**src/rtl/axis_packet_arbiter_pkg.sv**
```systemverilog
// Shared types and the rotating-priority pick function for the AXI-Stream packet arbiter.
package axis_arb_pkg;

    typedef enum logic [1:0] {
        ARB_IDLE = 2'd0,
        ARB_PASS = 2'd1
    } arb_state_t;

    localparam int unsigned RR_MAX_N = 32;
    localparam int unsigned RR_IDX_W = 5;

    // First set request searching upward from last+1 with wrap; returns last when nothing is set.
    function automatic int unsigned rr_pick(input logic [RR_MAX_N-1:0] req,
                                            input int unsigned         last,
                                            input int unsigned         n);
        int unsigned idx;
        logic        found;
        rr_pick = last;
        found   = 1'b0;
        for (int unsigned k = 1; k <= RR_MAX_N; k++) begin
            idx = (last + k) % n;
            if (!found && (k <= n) && req[idx[RR_IDX_W-1:0]]) begin
                rr_pick = idx;
                found   = 1'b1;
            end
        end
    endfunction

endpackage

```
**src/rtl/axis_packet_arbiter_rr_select.sv**
```systemverilog
// Combinational rotating-priority encoder; reusable by any round-robin arbiter up to 32 requesters.
module rr_priority_select
    import axis_arb_pkg::*;
#(
    parameter int unsigned N_INPUTS = 2
) (
    input  logic [N_INPUTS-1:0]         i_req,
    input  logic [$clog2(N_INPUTS)-1:0] i_last_grant,
    output logic                        o_any_req,
    output logic [$clog2(N_INPUTS)-1:0] o_winner
);

    localparam int unsigned IDX_W = $clog2(N_INPUTS);

    always_comb begin
        o_any_req = |i_req;
        o_winner  = IDX_W'(rr_pick(RR_MAX_N'(i_req), 32'(i_last_grant), N_INPUTS));
    end

endmodule

```
**src/rtl/axis_packet_arbiter.sv**
```systemverilog
// Packet-granular round-robin arbiter sharing one AXIS sink between N_INPUTS sources.
// Define AXIS_ARB_TID_EN to add the axis_o_tid output carrying the granted source index.
module axis_packet_arbiter
    import axis_arb_pkg::*;
#(
    parameter int unsigned N_INPUTS   = 2,
    parameter int unsigned AXIS_BYTES = 1
) (
    input  logic                             clk,
    input  logic                             sresetn,
    output logic [N_INPUTS-1:0]              axis_i_tready,
    input  logic [N_INPUTS-1:0]              axis_i_tvalid,
    input  logic [N_INPUTS-1:0]              axis_i_tlast,
    input  logic [N_INPUTS*AXIS_BYTES*8-1:0] axis_i_tdata,
    input  logic                             axis_o_tready,
    output logic                             axis_o_tvalid,
    output logic                             axis_o_tlast,
    output logic [AXIS_BYTES*8-1:0]          axis_o_tdata
`ifdef AXIS_ARB_TID_EN
    ,
    output logic [$clog2(N_INPUTS)-1:0]      axis_o_tid
`endif
);

    localparam int unsigned DW    = AXIS_BYTES * 8;
    localparam int unsigned IDX_W = $clog2(N_INPUTS);

    arb_state_t       r_state;
    logic [IDX_W-1:0] r_grant;
    logic [IDX_W-1:0] r_last_grant;
    logic             w_any_req;
    logic [IDX_W-1:0] w_winner;
    logic             w_eop;

    rr_priority_select #(
        .N_INPUTS (N_INPUTS)
    ) u_rr_select (
        .i_req        (axis_i_tvalid),
        .i_last_grant (r_last_grant),
        .o_any_req    (w_any_req),
        .o_winner     (w_winner)
    );

    // Winner passes straight through while a packet is in flight; everything is quiet in IDLE.
    always_comb begin
        axis_i_tready = '0;
        axis_o_tvalid = 1'b0;
        axis_o_tlast  = 1'b0;
        axis_o_tdata  = '0;
`ifdef AXIS_ARB_TID_EN
        axis_o_tid    = '0;
`endif
        if (r_state == ARB_PASS) begin
            axis_o_tvalid          = axis_i_tvalid[r_grant];
            axis_o_tlast           = axis_i_tlast[r_grant];
            axis_o_tdata           = axis_i_tdata[32'(r_grant)*DW +: DW];
            axis_i_tready[r_grant] = axis_o_tready;
`ifdef AXIS_ARB_TID_EN
            axis_o_tid             = r_grant;
`endif
        end
    end

    assign w_eop = axis_o_tvalid & axis_o_tready & axis_o_tlast;

    // Grant is held until the tlast handshake; new requests are only looked at in IDLE.
    always_ff @(posedge clk or negedge sresetn) begin
        if (!sresetn) begin
            r_state      <= ARB_IDLE;
            r_grant      <= IDX_W'(N_INPUTS - 1);
            r_last_grant <= IDX_W'(N_INPUTS - 1);
        end else begin
            case (r_state)
                ARB_IDLE: begin
                    if (w_any_req) begin
                        r_grant <= w_winner;
                        r_state <= ARB_PASS;
                    end
                end
                ARB_PASS: begin
                    if (w_eop) begin
                        r_last_grant <= r_grant;
                        r_state      <= ARB_IDLE;
                    end
                end
                default: r_state <= ARB_IDLE;
            endcase
        end
    end

endmodule
```
**config.mk**
```make
export PLATFORM = sky130hd
export DESIGN_NAME = axis_packet_arbiter
export DESIGN_NICKNAME = d
export VERILOG_FILES = /design/src/rtl/axis_packet_arbiter_pkg.sv /design/src/rtl/axis_packet_arbiter_rr_select.sv /design/src/rtl/axis_packet_arbiter.sv
export SDC_FILE = /design/constraint.sdc
export NUM_CORES = 1
export LEC_CHECK = 0
export CAP_MARGIN = 40
export CORE_AREA = 2 2 39 41
export CTS_CLUSTER_SIZE = 25
export DETAILED_ROUTE_END_ITERATION = 7
export DIE_AREA = 0 0 41 43
export PLACE_DENSITY_LB_ADDON = 0.05
export SLEW_MARGIN = 25
export SYNTH_ARGS = -nofsm -noshare
export SYNTH_HDL_FRONTEND = slang
export SYNTH_SLANG_ARGS = --single-unit
```
**constraint.sdc**
```tcl
create_clock -name clk -period 2.25 [get_ports clk]
set_input_delay 0.45 -clock clk [delete_from_list [all_inputs] [get_ports clk]]
set_output_delay 0.45 -clock clk [all_outputs]
set_load 0.02 [all_outputs]
```
# After elaboration in Yosys (flattened, before gate mapping)
# Cells that the tools add are included.
[op_classes] n_addsub=2 mul=0 div=0 order_cmp=4 n_eq_ne=3 shifts=1 n_mux=20 n_bitwise=3 reduce_logical=8
[op_table] operator="$shiftx 16x5->8" n=1
[op_table] operator="$mux 1" n=14
[op_table] operator="$lt 1x6->1 const B" n=2
[op_table] operator="$mux 8" n=1
[op_table] operator="$mux 2" n=3
[op_table] operator="$reduce_and 2->1" n=3
[op_table] operator="$pmux 2 s2" n=1
[op_table] operator="$add 1x1->1 const B" n=2
[op_table] operator="$and 1x1->1" n=2
[op_table] operator="$and 2x2->2" n=1
[op_table] operator="$eq 2x1->1 const B" n=1
[op_table] operator="$logic_and 1x1->1" n=2
[op_table] operator="$logic_not 2->1" n=1
[op_table] operator="$lt 1x2->1 const B" n=1
[op_table] operator="$ne 2x1->1 const B" n=1
[op_table] operator="$ne 2x2->1 const B" n=1
[op_table] operator="$reduce_or 2->1" n=1
[op_table] operator="$demux 1 s1" n=1
[op_table] operator="$ge 1x1->1 const B" n=1
[op_table] operator="$logic_not 1->1" n=1
[totals] regBits=4 latch_bits=0 mem_bits_rw=0 romBits=0 inputBits=23 n_memories=0

# Depth between registers and ports, before layout
[depth] depth_word=7 ltp_mapped=4 depth_no_buf=3

# Modules after synthesis
# From an unflattened synthesis, not the netlist that was laid out.
[unflattened] cells_unflattened=37 area_unflattened_um2=342.8
[modules_own_cells] module="axis_packet_arbiter" n_inst=1 cells_each=34 area_per_inst_um2=322.8
[modules_own_cells] module="rr_priority_select" n_inst=1 cells_each=3 area_per_inst_um2=20.0

# Worst setup path after synthesis
# Ideal clock, no wire load.
[synth_timing] kind="reg2out" start="register r_grant" end="output port axis_o_tdata[0]" t_arrival_ps=1101 t_required_ps=1800 slack_ps=699 path_stages_with_launch=5 path_buffers=2 path_cell_list="dfstp_2 > buf_6 > buf_12 > mux2i_1 > nor2_1"
[synth_between] elab_chain_len=2
[synth_lines] element="start, declared" line_no="axis_packet_arbiter.sv:29" source="logic [IDX_W-1:0] r_grant;"
[synth_lines] element="start signal, assigned" line_no="axis_packet_arbiter.sv:70" source="r_grant <= IDX_W'(N_INPUTS - 1);"
[synth_lines] element="start signal, assigned" line_no="axis_packet_arbiter.sv:76" source="r_grant <= w_winner;"
[synth_lines] element="$shiftx 16x5->8" line_no="axis_packet_arbiter.sv:56" source="axis_o_tdata = axis_i_tdata[32'(r_grant)*DW +: DW];"
[synth_lines] element="$mux 8" line_no="axis_packet_arbiter.sv:53" source="if (r_state == ARB_PASS) begin"
[synth_lines] element="end, declared" line_no="axis_packet_arbiter.sv:18" source="output logic [AXIS_BYTES*8-1:0] axis_o_tdata"
# Every way passes these cells.

# Final worst setup path
[layout_timing] start="input port axis_o_tready" end="output port axis_i_tready[0]"
[layout_between] elab_chain_len=2
[layout_lines] element="start, declared" line_no="axis_packet_arbiter.sv:15" source="input logic axis_o_tready,"
[layout_lines] element="$and 2x2->2 (no line)"
[layout_lines] element="$mux 2" line_no="axis_packet_arbiter.sv:53"
[layout_lines] element="end, declared" line_no="axis_packet_arbiter.sv:11" source="output logic [N_INPUTS-1:0] axis_i_tready,"
# Every way passes these cells.

==> insert_results.sql <==
INSERT INTO impl_metrics (metric_group, metric, value, unit) VALUES
('timing', 'final.setup.tns', '0', 'ns'),
('logic_synthesis', 'ys.flop_type', 'sky130_fd_sc_hd__dfstp_2', ''),
('logic_synthesis', 'synth_cells', '40', ''),
('critical_path', 'crit_chain', 'clkdlybuf4s50_1, nand2_1, nor2_1, clkdlybuf4s50_1', ''),
('detailed_routing', 'route.detailed.drc', '0', ''),
('global_routing', 'track_usage', '14.9', '%'),
('global_routing', 'wire_length_of_the_first_global_routing_pass', '1.81', 'mm'),
('floorplanning', 'die_area', '1760', 'um2'),
('finish', 'synthToLayoutAreaGrowth', '123', '%'),
('timing', 'max_slew.worst_pin.slew', '0.362', 'ns'),
('critical_path', 'critPathMaxFanout', '3', ''),
('logic_synthesis', 'synth-warning-count', '0', ''),
('floorplanning', 'placement_rows', '14', ''),
('logic_synthesis', 'synth.ff_latch_count', '3', ''),
('timing', 'worst_slew_margin_rel', '75.9', '%'),
('finish', 'fin_nets', '104', ''),
('logic_synthesis', 'syn-cell-area', '342', 'um2'),
('floorplanning', 'die_h', '43', 'um'),
('finish', 'num_antenna_cells', '0', ''),
('detailed_routing', 'post_drt_wl_per_cell', '11.6', 'um'),
('placement', 'place_inst', '91', ''),
('timing', 'finalHoldWorstSlack', '0.396', 'ns'),
('timing', 'worst_clock_skew', '0.00492', 'ns'),
('logic_synthesis', 'post-synth-top-count-cell', 'sky130_fd_sc_hd__nor2_1', ''),
('detailed_routing', 'vias', '412', ''),
('critical_path', 'path_common_cell', 'sky130_fd_sc_hd__clkdlybuf4s50_1', ''),
('clocking', 'tritoncts.num_buffers', '3', ''),
('finish', 'final_instance_count_without_filler_cells', '96', ''),
('floorplanning', 'chipWidth', '41', 'um'),
('finish', 'fillCellCount', '144', ''),
('clocking', 'tritoncts', 'done', ''),
('critical_path', 'worst_r2r_startpoint', 'r_grant', ''),
('timing', 'setup_viol', '0', ''),
('detailed_routing', 'drt-total-wl', '1.12', 'mm'),
('logic_synthesis', 'top_cells_by_count_synth', 'sky130_fd_sc_hd__nor2_1, sky130_fd_sc_hd__mux2i_1, sky130_fd_sc_hd__nand2_1', ''),
('floorplanning', 'fp.coreArea', '1380', 'um2'),
('placement', 'placement.io_buffers', '34', ''),
('critical_path', 'critical_path.startpoint_type', 'primary input', ''),
('critical_path', 'r2r_setup_slack', '1.08', 'ns'),
('finish', 'drive_above_1_share', '16.3', '%'),
('critical_path', 'crit_slowest_cell', 'sky130_fd_sc_hd__clkdlybuf4s50_1', ''),
('clocking', 'clock_sink_count', '3', ''),
('timing', 'timing.final.crit_share', '97.0', '%'),
('worst_hold_path', 'timing.hold.worst.class', 'in2async', ''),
('status', 'run_status', 'finished, final reports clean', ''),
('critical_path', 'timing.reg2reg.worst_path_depth', '3', ''),
('logic_synthesis', 'yosysTopAreaCell', 'sky130_fd_sc_hd__mux2i_1', ''),
('power', 'peakVddDrop', '494', 'uV'),
('logic_synthesis', 'avg_inst_size_synth', '8.54', 'um2'),
('power', 'total_leakage_power', '0.425', 'nW'),
('detailed_routing', 'vias_per_cell', '4.29', ''),
('detailed_routing', 'drt.antenna.violating_nets', '0', ''),
('global_routing', 'number_of_antenna_violations_at_the_first_check_in_global_routing', '0', ''),
('timing', 'rsz_0062_raised_after_global_routing', 'no', ''),
('global_routing', 'grt.overflow.total', '0', ''),
('logic_synthesis', 'synth.yosys.seq_area_share', '22.7', '%'),
('logic_synthesis', 'synth.area.top_cells', 'sky130_fd_sc_hd__mux2i_1, sky130_fd_sc_hd__dfstp_2, sky130_fd_sc_hd__nor2_1', ''),
('logic_synthesis', 'synthArstFlopShare', '100', '%'),
('global_routing', 'largest_net_degree_at_the_start_of_global_routing', '13', ''),
('clocking', 'ctsRootBufferMaster', 'sky130_fd_sc_hd__clkbuf_4', ''),
('timing', 'achievable-frequency', '0.458', 'GHz'),
('logic_synthesis', 'mappedNetlistNets', '63', ''),
('detailed_routing', 'drt_iter0_drc', '7', ''),
('critical_path', 'worst_ep_arrival_time', '1.73', 'ns'),
('logic_synthesis', 'synth.distinct_cells', '16', ''),
('clocking', 'max-clock-path-buffers', '2', ''),
('timing', 'final_hold_viol_count', '0', ''),
('detailed_routing', 'detail_route.first_pass.iterations', '5', ''),
('flow_run', 'cap_viol_max_count', '0', ''),
('global_routing', 'grt_pass1_vias', '387', ''),
('timing', 'finalCriticalPeriod', '2.18', 'ns');
==> registers in the layout (all words and copies together), names as in the netlist <==
| name | cells |
|---|---|
| r_last_grant | 1 |
| r_grant | 1 |
| r_state | 1 |
==> critical path, delay by kind of cell <==
| family | cells | cell delay, ns |
|---|---|---|
| buffers and inverters | 2 | 1.10 |
| AND/OR/NAND/NOR | 2 | 0.18 |
==> metrics by stage <==
stage	util, %	power (mW)	instance area (um2)	setup slack [ns]
2_1_floorplan	-	0.464	342	0.699
3_3_place_gp	51.2	0.674	708	0.0190
3_5_place_dp	51.2	0.674	708	0.0164
4_1_cts	53.4	0.777	739	0.00889
5_1_grt	55.1	0.817	762	0.00175
6_report	55.1	0.752	762	0.0679
==> report_power, final <==
part / leakage (nW) / internal [mW] / switching [mW]
Sequential: 0.0306 / 0.0906 / 0.0334
Combinational: 0.379 / 0.282 / 0.251
Clock: 0.0150 / 0.0665 / 0.0287
==> cells in the final DEF, fill, tap and decap left out <==
cell type	instances
sky130_fd_sc_hd__a21oi_2	1
sky130_fd_sc_hd__a32o_1	1
sky130_fd_sc_hd__and3_2	1
sky130_fd_sc_hd__buf_12	1
sky130_fd_sc_hd__buf_4	4
sky130_fd_sc_hd__clkbuf_1	1
sky130_fd_sc_hd__clkbuf_4	3
sky130_fd_sc_hd__clkdlybuf4s50_1	23
sky130_fd_sc_hd__dfrtp_1	1
sky130_fd_sc_hd__dfstp_2	2
sky130_fd_sc_hd__dlygate4sd2_1	2
sky130_fd_sc_hd__dlymetal6s2s_1	9
sky130_fd_sc_hd__inv_1	1
sky130_fd_sc_hd__mux2i_1	10
sky130_fd_sc_hd__nand2_1	5
sky130_fd_sc_hd__nand3_1	1
sky130_fd_sc_hd__nor2_1	11
sky130_fd_sc_hd__nor2b_1	1
sky130_fd_sc_hd__nor3_1	1
sky130_fd_sc_hd__o31ai_4	1
==> metal layers <==
metal	track usage [%]	share of wire (%)
met5	0	0
met4	4.00	0
met3	4.71	6.3
met2	22.2	49
met1	20.1	45
==> cell type report <==
type	count	area (um2)	area share [%]
Sequential cell	3	77.6	10.2
Multi-Input combinational cell	33	224	29.4
Clock buffer	4	26.3	3.45
Timing Repair Buffer	39	410	53.9
Inverter	1	3.75	0.493
Tap cell	16	20.0	2.63
==> how the worst max path moves through the flow <==
| stage | slack [ns] | end | depth (start not counted) | startpoint |
|---|---|---|---|---|
| 2_1_floorplan | 0.70 | axis_o_tdata[0] | 4 | r_grant |
| 3_3_place_gp | 0.02 | axis_o_tvalid | 4 | axis_i_tvalid[1] |
| 3_5_place_dp | 0.02 | axis_o_tvalid | 4 | axis_i_tvalid[1] |
| 4_1_cts | 0.009 | axis_o_tdata[2] | 4 | r_grant |
| 5_1_grt | 0.002 | axis_i_tready[0] | 4 | axis_o_tready |
| 6_report | 0.07 | axis_i_tready[0] | 4 | axis_o_tready |
==> timing repair <==
item                       4_1_cts  5_1_grt
gates resized for setup          2        9
setup endpoints to repair        7        9
buffers inserted                 1        0
hold endpoints to repair         0        0
cloned                           0        0
==> cells by family after synthesis <==
group                  count (synthesis)  share of synthesized area, %
AND/OR/NAND/NOR                       20                          24.5
buffers and inverters                  4                          11.7
multiplexers                          10                          29.3
flip-flops                             3                          22.7
AO/OA/AOI/OAI                          3                          11.7
(Power assumes the default switching activity.)
